$ cat src/rtl/ct_tag_serializer_pkg.sv
// ct_tag_serializer shared package.
// State encoding, size defaults, word-count helpers.
package ct_tag_serializer_pkg;

  localparam int BLK_SIZE_DEF = 128;
  localparam int W_DEF        = 32;

  typedef enum logic [2:0] {
    S_IDLE,
    S_WAIT_CT,
    S_SHIFT_CT,
    S_WAIT_TAG,
    S_SHIFT_TAG
  } state_t;

  function automatic int words_per_blk(
    input int blk,
    input int w
  );
    return blk / w;
  endfunction

  function automatic int cnt_width(
    input int nw
  );
    return (nw > 1) ? $clog2(nw) : 1;
  endfunction

endpackage

$ cat src/rtl/ct_tag_serializer_block_shift_buf.sv
// Block buffer: BLK_SIZE load register, MSW-first word mux, counter.
// Ports: clk, rst(async low), load/load_data, advance -> word, done.
module ct_tag_serializer_block_shift_buf
  import ct_tag_serializer_pkg::*;
#(
  parameter int BLK_SIZE = BLK_SIZE_DEF,
  parameter int W        = W_DEF
) (
  input  logic                clk,
  input  logic                rst,
  input  logic                load,
  input  logic [BLK_SIZE-1:0] load_data,
  input  logic                advance,
  output logic [W-1:0]        word,
  output logic                done
);

  localparam int NW = words_per_blk(BLK_SIZE, W);
  localparam int CW = cnt_width(NW);

  logic [NW-1:0][W-1:0] buf_q;
  logic [CW-1:0]        cnt_q;
  logic [CW-1:0]        idx;

  // Counter only wraps on the last word of a block
  always_ff @(posedge clk or negedge rst) begin
    if (!rst) begin
      buf_q <= '0;
      cnt_q <= '0;
    end else if (load) begin
      buf_q <= load_data;
      cnt_q <= '0;
    end else if (advance) begin
      cnt_q <= done ? '0 : cnt_q + CW'(1);
    end
  end

  // Word NW-1 is the most significant slice
  assign idx  = CW'(NW - 1) - cnt_q;
  assign word = buf_q[idx];
  assign done = (cnt_q == CW'(NW - 1));

endmodule

$ cat src/rtl/ct_tag_serializer.sv
// Serializes ciphertext blocks then the tag into a W-bit stream.
// Ports: start, ciphertext*, tag, busy in; dout* stream, overflow out.
module ct_tag_serializer
  import ct_tag_serializer_pkg::*;
#(
  parameter int BLK_SIZE = BLK_SIZE_DEF,
  parameter int W        = W_DEF
) (
  input  logic                clk,
  input  logic                rst,
  input  logic                start,
  input  logic [BLK_SIZE-1:0] ciphertext,
  input  logic                ciphertext_valid,
  input  logic                ciphertext_last,
  output logic                ciphertext_ready,
  input  logic [BLK_SIZE-1:0] tag,
  input  logic                busy,
  output logic [W-1:0]        dout,
  output logic                dout_valid,
  input  logic                dout_ready,
  output logic                dout_last,
  output logic                dout_is_tag,
  output logic                overflow
);

  state_t              state_q;
  logic                last_q;
  logic                overflow_q;

  logic                shifting;
  logic                xfer;
  logic                ct_load;
  logic                tag_load;
  logic                stray;
  logic                buf_load;
  logic [BLK_SIZE-1:0] buf_data;
  logic [W-1:0]        buf_word;
  logic                buf_done;

  assign shifting = (state_q == S_SHIFT_CT) ||
                    (state_q == S_SHIFT_TAG);
  assign xfer     = shifting & dout_ready;
  assign ct_load  = (state_q == S_WAIT_CT) & ciphertext_valid;
  assign tag_load = (state_q == S_WAIT_TAG) & ~busy;
  // Any pulse the buffer cannot take is lost
  assign stray    = ciphertext_valid & (state_q != S_WAIT_CT);
  assign buf_load = ct_load | tag_load;
  assign buf_data = tag_load ? tag : ciphertext;

  ct_tag_serializer_block_shift_buf #(
    .BLK_SIZE (BLK_SIZE),
    .W        (W)
  ) u_block_shift_buf (
    .clk       (clk),
    .rst       (rst),
    .load      (buf_load),
    .load_data (buf_data),
    .advance   (xfer),
    .word      (buf_word),
    .done      (buf_done)
  );

  always_ff @(posedge clk or negedge rst) begin
    if (!rst) begin
      state_q    <= S_IDLE;
      last_q     <= 1'b0;
      overflow_q <= 1'b0;
    end else begin
      unique case (state_q)
        S_IDLE: begin
          if (start) begin
            state_q    <= S_WAIT_CT;
            overflow_q <= 1'b0;
          end
        end
        S_WAIT_CT: begin
          if (ciphertext_valid) begin
            last_q  <= ciphertext_last;
            state_q <= S_SHIFT_CT;
          end
        end
        S_SHIFT_CT: begin
          if (xfer && buf_done) begin
            state_q <= last_q ? S_WAIT_TAG
                              : S_WAIT_CT;
          end
        end
        S_WAIT_TAG: begin
          if (!busy) begin
            state_q <= S_SHIFT_TAG;
          end
        end
        S_SHIFT_TAG: begin
          if (xfer && buf_done) begin
            state_q <= S_IDLE;
            last_q  <= 1'b0;
          end
        end
        default: state_q <= S_IDLE;
      endcase
      // A lost block outranks a same-cycle start clear
      if (stray) begin
        overflow_q <= 1'b1;
      end
    end
  end

  assign ciphertext_ready = (state_q == S_WAIT_CT);
  assign dout_valid       = shifting;
  assign dout_is_tag      = (state_q == S_SHIFT_TAG);
  assign dout_last        = dout_is_tag & buf_done;
  assign dout             = shifting ? buf_word : '0;
  assign overflow         = overflow_q;

endmodule
$ cat config.mk
export PLATFORM = sky130hd
export DESIGN_NAME = ct_tag_serializer
export DESIGN_NICKNAME = d
export VERILOG_FILES = /design/src/rtl/ct_tag_serializer_pkg.sv /design/src/rtl/ct_tag_serializer_block_shift_buf.sv /design/src/rtl/ct_tag_serializer.sv
export SDC_FILE = /design/constraint.sdc
export NUM_CORES = 1
export LEC_CHECK = 0
export CAP_MARGIN = 20
export CELL_PAD_IN_SITES_DETAIL_PLACEMENT = 0
export CELL_PAD_IN_SITES_GLOBAL_PLACEMENT = 1
export CORE_ASPECT_RATIO = 1.5
export CORE_MARGIN = 2
export CORE_UTILIZATION = 33
export CTS_CLUSTER_DIAMETER = 30
export DETAILED_ROUTE_END_ITERATION = 16
export PLACE_DENSITY = 0.82
export SLEW_MARGIN = 20
export SYNTH_ARGS = -nofsm -noshare
export SYNTH_HDL_FRONTEND = slang
export SYNTH_SLANG_ARGS = --single-unit
$ cat constraint.sdc
create_clock -name clk -period 1.81 [get_ports clk]
set_input_delay 0.2715 -clock clk [delete_from_list [all_inputs] [get_ports clk]]
set_output_delay 0.2715 -clock clk [all_outputs]
set_load 0.02 [all_outputs]
## After elaboration in Yosys (flattened, before gate mapping)

Cells that the tools add are included.

- $add $sub $neg: 2
- Magnitude comparators: 1
- Bitwise operators: 7
- Reduce and logical (&&, ||, !) cells: 10
- Equal/unequal tests: 11
- Multiplexer cells: 20

Operators by type and width:

| cell | count |
|---|---|
| two-way mux 128 bit | 1 |
| binary-select mux 32 bit (select 2 bit) | 1 |
| two-way mux 32 bit | 2 |
| two-way mux 3 bit | 5 |
| case mux 3 bit (5 select lines) | 1 |
| two-way mux 2 bit | 4 |
| nonzero test 2 bit | 4 |
| == test 3 x 2 -> 1 bit, second input constant | 2 |
| inequality test 2 bit, second input constant | 3 |
| AND 1 bit | 5 |
| two-way mux 1 bit | 5 |
| AND reduction 5 bit | 1 |
| inequality test 2 x 1 -> 1 bit, second input constant | 2 |
| == test 3 x 1 -> 1 bit, second input constant | 1 |
| == test 3 bit, second input constant | 1 |
| logical NOT 3 bit | 1 |
| less-than comparator 2 x 3 -> 1 bit, second input constant | 1 |
| inequality test 3 x 1 -> 1 bit, second input constant | 1 |
| AND reduction 3 bit | 1 |
| adder 2 x 1 -> 2 bit, second input constant | 1 |
| == test 2 bit, second input constant | 1 |
| case mux 1 bit (2 select lines) | 1 |
| AND reduction 2 bit | 1 |
| subtractor 2 bit, first input constant | 1 |
| other kinds (4) | 4 |

- Logic and storage cells: 59
- Output and inout bits: 37
- Bits in registers: 135

## Logic depth before layout (Yosys ltp)

Gate-level depths: netlist of the first run.

- Depth in word-level cells: 6
- Depth in mapped cells: 8
- Depth with buffers taken out: 5

## Modules after synthesis

From an unflattened synthesis of the first run, not the netlist that was laid out.

- Cell total of the unflattened synthesis: 531
- Area total of the unflattened synthesis: 8306.7 µm²

Modules (own cells, without submodules):

| module | area each (µm²) | instances | cells an instance |
|---|---|---|---|
| ct_tag_serializer_block_shift_buf | 5632.9 | 1 | 318 |
| ct_tag_serializer | 2673.8 | 1 | 213 |

## Least setup slack after synthesis of the first run

OpenSTA, ideal clock, no wires.

- Path kind: reg-to-output
- From: register u_block_shift_buf.cnt_q[0]
- To: output dout[10]
- Cell stages (with the launch flop): 5
- Data arrival time: 1.393 ns
- Path slack: 0.146 ns
- Buffers on the path: 2
- Cells stage by stage: dfrtp_1 -> buf_4 -> buf_6 -> mux4_2 -> and2_1

- Longest elaborated chain between the ends: 4

RTL lines:

| what | RTL line | RTL |
|---|---|---|
| start, declared | ct_tag_serializer_block_shift_buf.sv:22 | `logic [CW-1:0] cnt_q;` |
| start signal, assigned | ct_tag_serializer_block_shift_buf.sv:34 | `cnt_q <= done ? '0 : cnt_q + CW'(1);` |
| subtractor 2 bit | ct_tag_serializer_block_shift_buf.sv:39 | `assign idx = CW'(NW - 1) - cnt_q;` |
| binary-select mux 32 bit (select 2 bit) | ct_tag_serializer_block_shift_buf.sv:40 | `assign word = buf_q[idx];` |
| two-way mux 32 bit (implied by the code) | ct_tag_serializer_block_shift_buf.sv:40 |  |
| two-way mux 32 bit | ct_tag_serializer.sv:112 | `assign dout = shifting ? buf_word : '0;` |
| end, declared | ct_tag_serializer.sv:18 | `output logic [W-1:0] dout,` |

No other way between the ends. The select of a mux whose other input is x is not followed.

## Worst setup path in the final report of the first run

- From: register u_block_shift_buf.cnt_q[0]
- To: output dout[12]

The elaborated chain is that of the path after synthesis.

==> impl_results.rst, run 1 <==
.. list-table::
   :header-rows: 1

   * - Metric
     - Value
   * - Syn. warnings
     - 0
   * - Worst Skew
     - 0.00530 ns
   * - Half-perimeter wire length of the detailed placement result
     - 17.1 mm
   * - Routed via count divided by cell count
     - 4.73
   * - Total Wirelength
     - 22.4 mm
   * - Run status
     - complete, but fails checks
   * - Share of layout cells above drive strength 1
     - 19.4%
   * - Routed WL per cell
     - 17.2 microns
   * - Proportion of synthesized chip area in sequential cells
     - 45.8%
   * - Clock latency of the later-clocked register in the worst-skew pair
     - 0.41 ns
   * - Vert. Die Dim
     - 187 microns
   * - Number of clock buffers inserted by TritonCTS
     - 17
   * - Maximum achievable frequency
     - 452 MHz
   * - P_leak
     - 5.88 nW
   * - Worst-case hold slack
     - 0.322 ns
   * - Remaining routing DRC violations
     - 0
   * - Number of pins with negative max-slew slack in the final report
     - 0
   * - Count of TritonRoute iterations in the first routing pass
     - 4
   * - Worst setup slack after placement
     - -0.328 ns
   * - Required time at the endpoint of the critical path
     - 1.54 ns
   * - Fillers
     - 2058
   * - Flop and latch count out of synthesis
     - 135
   * - Placer's final routability congestion estimate
     - 0.792
   * - Total non-filler cell area in the finished layout
     - 0.0119 sq mm
   * - Total routing resource utilization after global routing
     - 19.4%
   * - Number of failing setup endpoints in the final timing report
     - 34
   * - Distinct cells, synth
     - 34
   * - Net count of the finished layout
     - 1276
   * - # port buffers
     - 299
   * - Most common cell after layout, fill and taps aside
     - clkdlybuf4s50_1
   * - Final critical-path share of the clock period
     - 122%
   * - Max clock buf depth
     - 2
   * - Area of the multi-input gates
     - 0.00373 sq mm
   * - Average footprint of a synthesized cell
     - 10.8 sq um
   * - Remaining antenna violation count after routing
     - 0
   * - Pin count of the biggest net entering global routing
     - 49
   * - Critical path start-end classification
     - reg2out
   * - Total negative slack
     - -10.80 ns
   * - Effective utilization at floorplan
     - 33.4%
   * - FP Rows
     - 67
   * - Syn nets
     - 950
   * - Placed Area
     - 0.0110 sq mm
   * - Cell-by-cell trace of the critical path
     - buf_6, buf_6, buf_16, mux4_2, and2_4, buf_6
   * - Top fanout value on the critical path
     - 5
   * - Number of global-route vias before repair
     - 6626
   * - Clock root cell
     - clkbuf_16
   * - CTS tree
     - built
   * - Cell Area, Synth
     - 0.00738 sq mm
   * - H-tree level count
     - 4
   * - Startpoint Class
     - flip-flop
   * - Max-cap check violation count
     - 0
   * - Fin worst setup slack
     - -0.401 ns
   * - Number of antenna violations at the first check in global routing
     - 2
   * - Worst min-delay path category
     - in2async
   * - Violated checks
     - negative setup slack
   * - Buffer and inverter count on the worst path
     - 4
   * - First-pass GRT wire length
     - 35.1 mm
   * - Pwr Total
     - 0.0163 W
   * - Minimum clock period
     - 2.21 ns
   * - Setup repair after global routing missed its margin
     - true
   * - Data arrival, critical path
     - 1.94 ns
   * - Slowest library cell on the worst path
     - mux4_2
   * - Syn Inst Count
     - 686
   * - Overall via count from detail_route
     - 6158
   * - Most Frequent Cell on Critical Path
     - buf_6
   * - Global route total overflow
     - 0
   * - Placeable core region
     - 0.0221 sq mm
   * - Relative slew slack
     - 77.1%
   * - Number of DRC markers after the initial detailed-route iteration
     - 219
   * - Critical path capture point type
     - output pin
   * - Commonest cells after routing, fill and taps aside
     - clkdlybuf4s50_1 (262), dfrtp_1 (133), nand2_1 (131), mux2i_1 (130), o21ai_1 (129)
   * - Area taken by flip-flops and latches
     - 0.00338 sq mm
   * - Area Overhead vs Synth
     - 60.9%
   * - Max IR drop VDD
     - 680 uV
   * - Clock Sinks
     - 135
   * - Cell family contributing the most delay on the critical path
     - multiplexers
   * - Delay contributed by the slowest stage of the critical path
     - 0.50 ns
   * - Num ports
     - 300
   * - Power Dens Cells
     - 1370 mW/mm^2
   * - Horizontal die dimension
     - 126 microns
   * - CTS clock-pin slew for the worst setup and hold paths
     - 0.06 ns
   * - Die area
     - 0.0236 sq mm
   * - Final hold violation count
     - 0
   * - Actual transition at the worst max-transition pin
     - 0.343 ns
[worst paths after layout]
| check | cells past startpoint | slack, ns | endpoint | startpoint |
|---|---|---|---|---|
| max | 6 | -0.40 | dout[12] | u_block_shift_buf.cnt_q[0] |
| min | 2 | 0.32 | u_block_shift_buf.buf_q[90] | rst |
| max reg2reg | 10 | 0.03 | last_q | u_block_shift_buf.cnt_q[0] |
| min reg2reg | 2 | 0.48 | u_block_shift_buf.buf_q[4] | u_block_shift_buf.buf_q[4] |
| max in group asynchronous | 3 | 0.91 | u_block_shift_buf.buf_q[13] | rst |
| min in group clk | 3 | 0.43 | last_q | ciphertext_last |
[cells in the mapped netlist, drive strengths merged]
cell      n  share of area (%)
and2b     1               0.14
a21oi     6               0.41
mux2      1               0.15
o41ai     1               0.12
nand3     1              0.068
o21ai   130                8.9
or2       1              0.085
and4b     1               0.14
xnor2     1               0.12
nor3      1              0.068
and3      1              0.085
dfrtp   135                 46
inv       2               0.10
and2     33                2.8
buf      49                4.8
o22ai     1              0.085
nand2   132                6.7
nand3b    1               0.10
a21o      1               0.10
nor2      9               0.46
nand2b    3               0.25
mux2i   131                 18
nor3b     2               0.27
clkbuf    7               0.36
ha        1               0.17
mux4     32                9.8
nor2b     2               0.27
[state kept, by name, indices dropped and copies added, names as in the netlist]
register / cells
u_block_shift_buf.cnt_q: 2
u_block_shift_buf.buf_q: 128
overflow: 1
last_q: 1
state_q: 3
[metal layers]
metal,part of all wire [%],track usage [%]
met5,0,0
met1,38,21.5
met4,2.3,6.97
met3,4.4,4.09
met2,56,36.0
[cell families after synthesis]
logic type | count (synthesis) | synth area share [%]
buffers and inverters | 58 | 5.24
AND/OR/NAND/NOR | 188 | 11.5
AO/OA/AOI/OAI | 139 | 9.57
flip-flops | 135 | 45.8
adder cells (fa/ha/maj) | 1 | 0.169
XOR/XNOR | 1 | 0.119
multiplexers | 164 | 27.7
[through the flow]
| step | utilization, % | std cells |
|---|---|---|
| 2_1_floorplan | - | 686 |
| 3_3_place_gp | 49.7 | 1258 |
| 3_5_place_dp | 49.7 | 1258 |
| 4_1_cts | 53.6 | 1301 |
| 5_1_grt | 53.7 | 1303 |
| 6_report | 53.7 | 1303 |
[area by class of cell]
cell class              instances  share of cell area [%]
well taps                     276                    2.91
diodes                          2                  0.0421
multi-input cells             493                    31.4
inverters                       2                  0.0632
repair buffers                363                    31.8
flip-flops and latches        135                    28.5
clock inverters                12                    1.46
clock buffers                  20                    3.84
[repair_timing]
action / 4_1_cts / 5_1_grt
gates cloned: 4 / 0
hold buffers: 1 / 0
setup endpoints to repair: 36 / 38
resized for setup: 228 / 9
endpoints found under the hold margin: 29 / 0
pin swaps: 23 / 1
buffers inserted: 6 / 2
[power by group]
group          switching (W)  internal (W)
registers           0.000744       0.00442
logic                0.00333       0.00411
clock network        0.00130       0.00238
Power figures use the tool's default switching activity.
==> run 2: changes to the inputs <==
--- a/config.mk
+++ b/config.mk
@@ -14,4 +14,5 @@
 export CTS_CLUSTER_DIAMETER = 30
+export CTS_CLUSTER_SIZE = 30
 export DETAILED_ROUTE_END_ITERATION = 16
-export PLACE_DENSITY = 0.82
+export PLACE_DENSITY_LB_ADDON = 0.15
 export SLEW_MARGIN = 20
--- a/constraint.sdc
+++ b/constraint.sdc
@@ -3,2 +3,2 @@
 set_output_delay 0.2715 -clock clk [all_outputs]
-set_load 0.02 [all_outputs]
+set_load 0.005 [all_outputs]
==> run 2 against run 1 <==
Compared with the run above:
- the flow still finishes with violations (negative setup slack)
- cell count up 0.46%
- clock skew down 0.00052 ns
- critical endpoint is now dout[21]
- critical path type unchanged
- register-to-register slack better by 0.03 ns
- largest power group unchanged
- cell area up 1.9%
- die area unchanged
- critical path depth unchanged
- clock-buffer cell count down 2
- sequential share of layout area down 0.52 points
- sequential power up 1%
- utilization up 1.0 points
- worst setup slack better by 0.012 ns
==> impl_results.rst, run 2 (synthesized netlist as in run 1, its figures left out) <==
.. list-table::
   :header-rows: 1

   * - Metric
     - Value
   * - Minimum clock period
     - 2.20 ns (-0.0117 ns)
   * - Power Dens Cells
     - 1380 mW/mm^2 (+0.43%)
   * - Total routing resource utilization after global routing
     - 18.9% (-0.46 points)
   * - Routed WL per cell
     - 16.9 microns (-1.8%)
   * - Top fanout value on the critical path
     - 6 (+1)
   * - First-pass GRT wire length
     - 34.7 mm (-1.2%)
   * - Half-perimeter wire length of the detailed placement result
     - 16.5 mm (-3.7%)
   * - FF-to-FF path depth
     - 7 (-3)
   * - Horizontal die dimension
     - 126 microns (unchanged)
   * - Remaining routing DRC violations
     - 0 (unchanged)
   * - Cell internal power dissipation
     - 0.0115 W (+5.1%)
   * - Vert. Die Dim
     - 187 microns (unchanged)
   * - Number of failing setup endpoints in the final timing report
     - 34 (unchanged)
   * - Share of the core filled with cells
     - 54.7% (+1.0 points)
   * - Clock power frac
     - 22.4% (-0.2 points)
   * - Power spent charging and discharging nets
     - 0.00519 W (-3.3%)
   * - Required time at the endpoint of the critical path
     - 1.54 ns (about the same)
   * - CTS tree
     - built
   * - Worst Skew
     - 0.00479 ns (-0.000516 ns)
   * - Total Wirelength
     - 22.1 mm (-1.4%)
   * - Overall via count from detail_route
     - 6116 (-0.68%)
   * - Part of the power in registers
     - 31.4% (-0.3 points)
   * - Pwr Total
     - 0.0167 W (+2.3%)
   * - Setup repair after global routing missed its margin
     - true
   * - FP Rows
     - 67 (unchanged)
   * - Number of flip-flops under the largest register name
     - 128 (unchanged)
   * - Number of global-route vias before repair
     - 6465 (-2.4%)
   * - Remaining antenna violation count after routing
     - 0 (unchanged)
   * - Effective utilization at floorplan
     - 33.4% (unchanged)
   * - Most common cell after layout, fill and taps aside
     - clkdlybuf4s50_1
   * - Area Overhead vs Synth
     - 63.9%
   * - Busiest metal layer after global routing
     - met2
   * - Placed Area
     - 0.0110 sq mm (about the same)
   * - Clock Sinks
     - 135 (unchanged)
   * - Routing usage on met2
     - 35.7% (-0.29 points)
   * - Number of pins with negative max-slew slack in the final report
     - 0 (unchanged)
   * - Data arrival, critical path
     - 1.93 ns (about the same)
   * - Global route total overflow
     - 0 (unchanged)
   * - Net count of the finished layout
     - 1286 (+0.78%)
   * - P_leak
     - 5.96 nW (+1.3%)
   * - Fillers
     - 2033 (-1.2%)
   * - # port buffers
     - 299 (unchanged)
   * - Global routing usage on met1
     - 21.2% (-0.32 points)
   * - Run status
     - complete, but fails checks
   * - Startpoint Class
     - flip-flop
   * - Clock latency of the later-clocked register in the worst-skew pair
     - 0.41 ns (about the same)
   * - Violated checks
     - negative setup slack
   * - Actual transition at the worst max-transition pin
     - 0.485 ns (+0.142 ns)
   * - Max clock buf depth
     - 2 (unchanged)
   * - Largest reg by FF count
     - u_block_shift_buf.buf_q
   * - Max IR drop VDD
     - 745 uV (+9.6%)
   * - Critical path start-end classification
     - reg2out
   * - Critical path capture point type
     - output pin
   * - Relative slew slack
     - 67.7% (-9.5 points)
   * - Comb pwr share
     - 46.2% (+0.5 points)
   * - Worst min-delay path category
     - in2async
   * - Number of antenna repair diodes
     - 0 (-2)
   * - Total non-filler cell area in the finished layout
     - 0.0121 sq mm (+1.9%)
   * - H-tree level count
     - 4 (unchanged)
   * - Routed via count divided by cell count
     - 4.67 (-1.1%)
   * - Worst setup slack after placement
     - -0.252 ns (+0.0765 ns)
   * - Pin count of the biggest net entering global routing
     - 47 (-4.1%)
   * - Switching Share
     - 31.2% (-1.8 points)
   * - Commonest cells after routing, fill and taps aside
     - clkdlybuf4s50_1 (262), dfrtp_1 (133), nand2_1 (131), o21ai_1 (129), mux2i_1 (126)
   * - Max-cap check violation count
     - 0 (unchanged)
   * - Fin worst setup slack
     - -0.389 ns (+0.0117 ns)
   * - Final hold violation count
     - 0 (unchanged)
   * - Placer's final routability congestion estimate
     - 0.766 (-3.2%)
   * - Largest registers
     - u_block_shift_buf.buf_q x128, state_q x3, u_block_shift_buf.cnt_q x2
   * - Share of layout cells above drive strength 1
     - 20.8% (+1.4 points)
   * - Number of antenna violations at the first check in global routing
     - 0 (-2)
   * - Met3 Track Usage GR
     - 3.66% (-0.43 points)
   * - Clock root cell
     - clkbuf_16
   * - Number of clock buffers inserted by TritonCTS
     - 17 (unchanged)
   * - Final critical-path share of the clock period
     - 121% (-0.65 points)
   * - CTS clock-pin slew for the worst setup and hold paths
     - 0.06 ns (about the same)
   * - Worst-case hold slack
     - 0.353 ns (+0.0313 ns)
   * - Num ports
     - 300 (unchanged)
   * - Die area
     - 0.0236 sq mm (unchanged)
   * - Placeable core region
     - 0.0221 sq mm (unchanged)
   * - Maximum achievable frequency
     - 455 MHz (+0.53%)
   * - Count of TritonRoute iterations in the first routing pass
     - 4 (unchanged)
   * - Number of DRC markers after the initial detailed-route iteration
     - 185 (-16%)
[run 2: what timing repair did]
action / 4_1_cts / 5_1_grt
buffers inserted: 17 / 6
pin swaps: 31 / 5
resized for setup: 163 / 61
cloned: 3 / 1
hold buffers: 1 / 0
setup endpoints to repair: 36 / 39
hold endpoints to repair: 41 / 0
[run 2: power by group through the flow]
stage | clock [W] | sequential, W | combinational, W
after global placement | 0 | 0.00526 | 0.00649
after floorplan | 0 | 0.00492 | 0.00404
after CTS | 0.00384 | 0.00522 | 0.00730
after global routing | 0.00397 | 0.00540 | 0.00846
after detailed placement | 0 | 0.00527 | 0.00661
final | 0.00374 | 0.00522 | 0.00769
[run 2: layer usage]
metal | routed length [microns] | up-vias
met2 | 12400 | 167
met5 | 0 | -
met1 | 8490 | 2850
met4 | 345 | 0
li1 | - | 3079
met3 | 904 | 20
[run 2: final timing paths]
kind | start | end | slack [ns]
hold reg to reg | u_block_shift_buf.buf_q[40] | u_block_shift_buf.buf_q[40] | 0.48
max in group asynchronous | rst | u_block_shift_buf.buf_q[95] | 0.86
setup reg to reg | state_q[1] | u_block_shift_buf.buf_q[57] | 0.06
min in group clk | ciphertext_last | last_q | 0.42
hold / removal | rst | u_block_shift_buf.buf_q[126] | 0.35
setup / recovery | u_block_shift_buf.cnt_q[0] | dout[21] | -0.39
[run 2: area by class of cell]
cell class                 count  area, sq um  share of cell area (%)
tap                          276          345                    2.85
multi-input combinational    493         3750                    31.0
timing repair buffer         373         3980                    32.9
sequential                   135         3380                    27.9
clock buffer                  18          429                    3.55
inverter                       2         7.51                  0.0620
clock inverter                12          203                    1.67
[run 2: stage by stage]
step                setup TNS (ns)  cells
detailed placement           -8.43   1254
CTS                         -12.11   1305
finish                      -10.60   1309
floorplan                        0    686
global placement             -8.14   1254
global route                -12.95   1309
[run 2: critical path: stages (launching register included)]
cell     delay [ns]
dfrtp_2        0.41
buf_12         0.13
buf_12         0.12
buf_8          0.11
mux4_2         0.47
and2_1         0.14
buf_2          0.14
==> run 3: changes to the inputs <==
Settings changed: CORE_MARGIN 2 to 1.
==> run 3 against run 2 <==
Compared with the run above:
- the flow still finishes with violations (negative setup slack)
- sequential cell count unchanged
- clock power decreased by 8.6%
- largest power group unchanged
- critical endpoint is now dout[22]
- hold slack got worse by 0.018 ns
==> impl_results.rst, run 3 (synthesized netlist as in run 1, its figures left out) <==
.. list-table::
   :header-rows: 1

   * - Metric
     - Value
   * - Run status
     - complete, but fails checks
   * - Violated checks
     - negative setup slack
   * - Largest registers
     - u_block_shift_buf.buf_q x128, state_q x3, u_block_shift_buf.cnt_q x2
   * - Clock root cell
     - clkbuf_16
   * - Number of global-route vias before repair
     - 6187 (-4.3%)
   * - Maximum achievable frequency
     - 455 MHz (about the same)
   * - Post-route non-filler standard cell count
     - 1292 (-1.3%)
   * - FP Rows
     - 66 (-1.5%)
   * - Number of flip-flops under the largest register name
     - 128 (unchanged)
   * - Detailed route wirelength on metal2
     - 11.4 mm (-7.9%)
   * - Share of layout cells above drive strength 1
     - 18.5% (-2.3 points)
   * - Highest routing layer actually used
     - met4
   * - Routed met1 length
     - 8.16 mm (-3.9%)
   * - Data arrival, critical path
     - 1.93 ns (about the same)
   * - Placeable core region
     - 0.0218 sq mm (-1.5%)
   * - Fin worst setup slack
     - -0.388 ns (+0.00114 ns)
   * - Die area
     - 0.0230 sq mm (-2.6%)
   * - Number of antenna repair diodes
     - 0 (unchanged)
   * - # port buffers
     - 299 (unchanged)
   * - Required time at the endpoint of the critical path
     - 1.54 ns (about the same)
   * - Most common cell after layout, fill and taps aside
     - clkdlybuf4s50_1
   * - Net count of the finished layout
     - 1274 (-0.93%)
   * - Relative slew slack
     - 73.2% (+5.5 points)
   * - Routed WL per cell
     - 16.3 microns (-3.7%)
   * - Number of clock buffers inserted by TritonCTS
     - 17 (unchanged)
   * - Remaining antenna violation count after routing
     - 0 (unchanged)
   * - Half-perimeter wire length of the detailed placement result
     - 15.8 mm (-4.0%)
   * - Global route total overflow
     - 0 (unchanged)
   * - Setup repair after global routing missed its margin
     - true
   * - Actual transition at the worst max-transition pin
     - 0.402 ns (-0.0827 ns)
   * - Number of failing setup endpoints in the final timing report
     - 34 (unchanged)
   * - Power Dens Cells
     - 1330 mW/mm^2 (-3.4%)
   * - Remaining routing DRC violations
     - 0 (unchanged)
   * - P_leak
     - 5.87 nW (-1.5%)
   * - Most Frequent Cell on Critical Path
     - buf_12
   * - Worst min-delay path category
     - in2async
   * - Met3 WL
     - 1.02 mm (+13%)
   * - Startpoint Class
     - flip-flop
   * - Internal reg-to-reg setup slack
     - 0.12 ns (+0.06 ns)
   * - Vert. Die Dim
     - 185 microns (-1.1%)
   * - Placed cells
     - 1244 (-0.80%)
   * - FF-to-FF path depth
     - 9 (+2)
   * - Clock Sinks
     - 135 (unchanged)
   * - CTS clock-pin slew for the worst setup and hold paths
     - 0.06 ns (about the same)
   * - Final critical-path share of the clock period
     - 121% (about the same)
   * - Area Overhead vs Synth
     - 60.5%
   * - First-pass GRT wire length
     - 32.4 mm (-6.7%)
   * - Largest reg by FF count
     - u_block_shift_buf.buf_q
   * - Number of antenna violations at the first check in global routing
     - 0 (unchanged)
   * - Critical path capture point type
     - output pin
   * - Count of TritonRoute iterations in the first routing pass
     - 5 (+1)
   * - Max-cap check violation count
     - 0 (unchanged)
   * - Commonest cells after routing, fill and taps aside
     - clkdlybuf4s50_1 (262), dfrtp_1 (133), mux2i_1 (131), nand2_1 (131), o21ai_1 (129)
   * - Num ports
     - 300 (unchanged)
   * - Pin count of the biggest net entering global routing
     - 48 (+2.1%)
   * - Clock latency of the later-clocked register in the worst-skew pair
     - 0.41 ns (about the same)
   * - Max clock buf depth
     - 2 (unchanged)
   * - Total Wirelength
     - 21.0 mm (-4.9%)
   * - Number of DRC markers after the initial detailed-route iteration
     - 150 (-19%)
   * - Total routing resource utilization after global routing
     - 19.1% (+0.14 points)
   * - Cell-by-cell trace of the critical path
     - buf_12, buf_12, buf_8, mux4_2, and2_4, buf_6
   * - Number of pins with negative max-slew slack in the final report
     - 0 (unchanged)
   * - Effective utilization at floorplan
     - 33.9% (+0.51 points)
   * - Worst Skew
     - 0.00839 ns (+0.00360 ns)
   * - Placer's final routability congestion estimate
     - 0.765 (-0.18%)
   * - Delay contributed by the slowest stage of the critical path
     - 0.43 ns (-0.04 ns)
   * - Top fanout value on the critical path
     - 7 (+1)
   * - Critical path start-end classification
     - reg2out
   * - Fillers
     - 2011 (-1.1%)
   * - Final hold violation count
     - 0 (unchanged)
   * - Worst-case hold slack
     - 0.335 ns (-0.0180 ns)
   * - Minimum clock period
     - 2.20 ns (-0.00114 ns)
   * - Overall via count from detail_route
     - 6052 (-1.0%)
   * - Destination of the worst register-to-register timing path
     - last_q
   * - H-tree level count
     - 4 (unchanged)
   * - Slowest library cell on the worst path
     - dfrtp_2
   * - Share of the core filled with cells
     - 54.4% (-0.33 points)
   * - Max IR drop VDD
     - 790 uV (+6.1%)
   * - Reg2reg start
     - u_block_shift_buf.cnt_q[0]
   * - CTS tree
     - built
   * - Horizontal die dimension
     - 124 microns (-1.6%)
   * - Routed via count divided by cell count
     - 4.68 (+0.26%)
[run 3: cell types whose count changed in the layout (fill, tap and decap cells not counted), moves of 3 or more]
cell and change:
clkinvlp_4 +3, mux2i_1 +5, mux2i_2 -5, buf_6 -4, buf_2 +4, buf_4 -8
and2_4 -7, and2_1 +7
[run 3: power breakdown]
part	total [W]	switching [W]	internal (W)	leakage (nW)
Sequential	0.00518	0.000758	0.00442	1.69
Combinational	0.00714	0.00296	0.00419	3.91
Clock	0.00342	0.00128	0.00214	0.273
Total	0.0157	0.00500	0.0108	5.87
[run 3: final cells by class]
type | count | area (sq um) | area share (%)
multi-input combinational | 493 | 3730 | 31.5
sequential | 135 | 3380 | 28.5
timing repair buffer | 361 | 3810 | 32.2
clock inverter | 12 | 156 | 1.32
inverter | 2 | 7.51 | 0.0634
clock buffer | 17 | 425 | 3.59
tap | 272 | 340 | 2.87
[run 3: through the flow]
step           setup slack (ns)  area, sq um  setup TNS (ns)  power (W)
2_1_floorplan             0.205         7380               0    0.00896
3_3_place_gp             -0.217        11000           -7.72     0.0116
3_5_place_dp             -0.232        11000           -7.87     0.0118
4_1_cts                  -0.498        11800          -13.63     0.0159
5_1_grt                  -0.448        11900          -13.26     0.0169
6_report                 -0.388        11900          -10.90     0.0157
[run 3: how the worst max path moves through the flow]
stage / to / from / cells past startpoint
after global routing: dout[1] / u_block_shift_buf.cnt_q[0] / 6
after detailed placement: dout[21] / u_block_shift_buf.cnt_q[0] / 4
after floorplan: dout[10] / u_block_shift_buf.cnt_q[0] / 4
after CTS: dout[22] / u_block_shift_buf.cnt_q[0] / 7
after global placement: dout[16] / u_block_shift_buf.cnt_q[0] / 4
final: dout[22] / u_block_shift_buf.cnt_q[0] / 6
[run 3: worst max-delay path: cells and delay by family, from the launching register on]
family                 cells  cell delay, ns
buffers and inverters      4            0.49
flip-flops                 1            0.43
multiplexers               1            0.41
AND/OR/NAND/NOR            1            0.17
[run 3: repair_timing]
action,4_1_cts,5_1_grt
gates cloned,5,0
pin swaps,31,3
resized for setup,173,31
hold endpoints to repair,34,0
buffers inserted,14,6
endpoints found under the setup margin,36,36
hold buffers,1,0
[run 3: routing by layer]
layer	track usage (%)	vias to the layer above
met2	34.5	178
met1	21.7	2795
met3	3.97	25
met5	0	-
li1	-	3054
met4	6.62	0
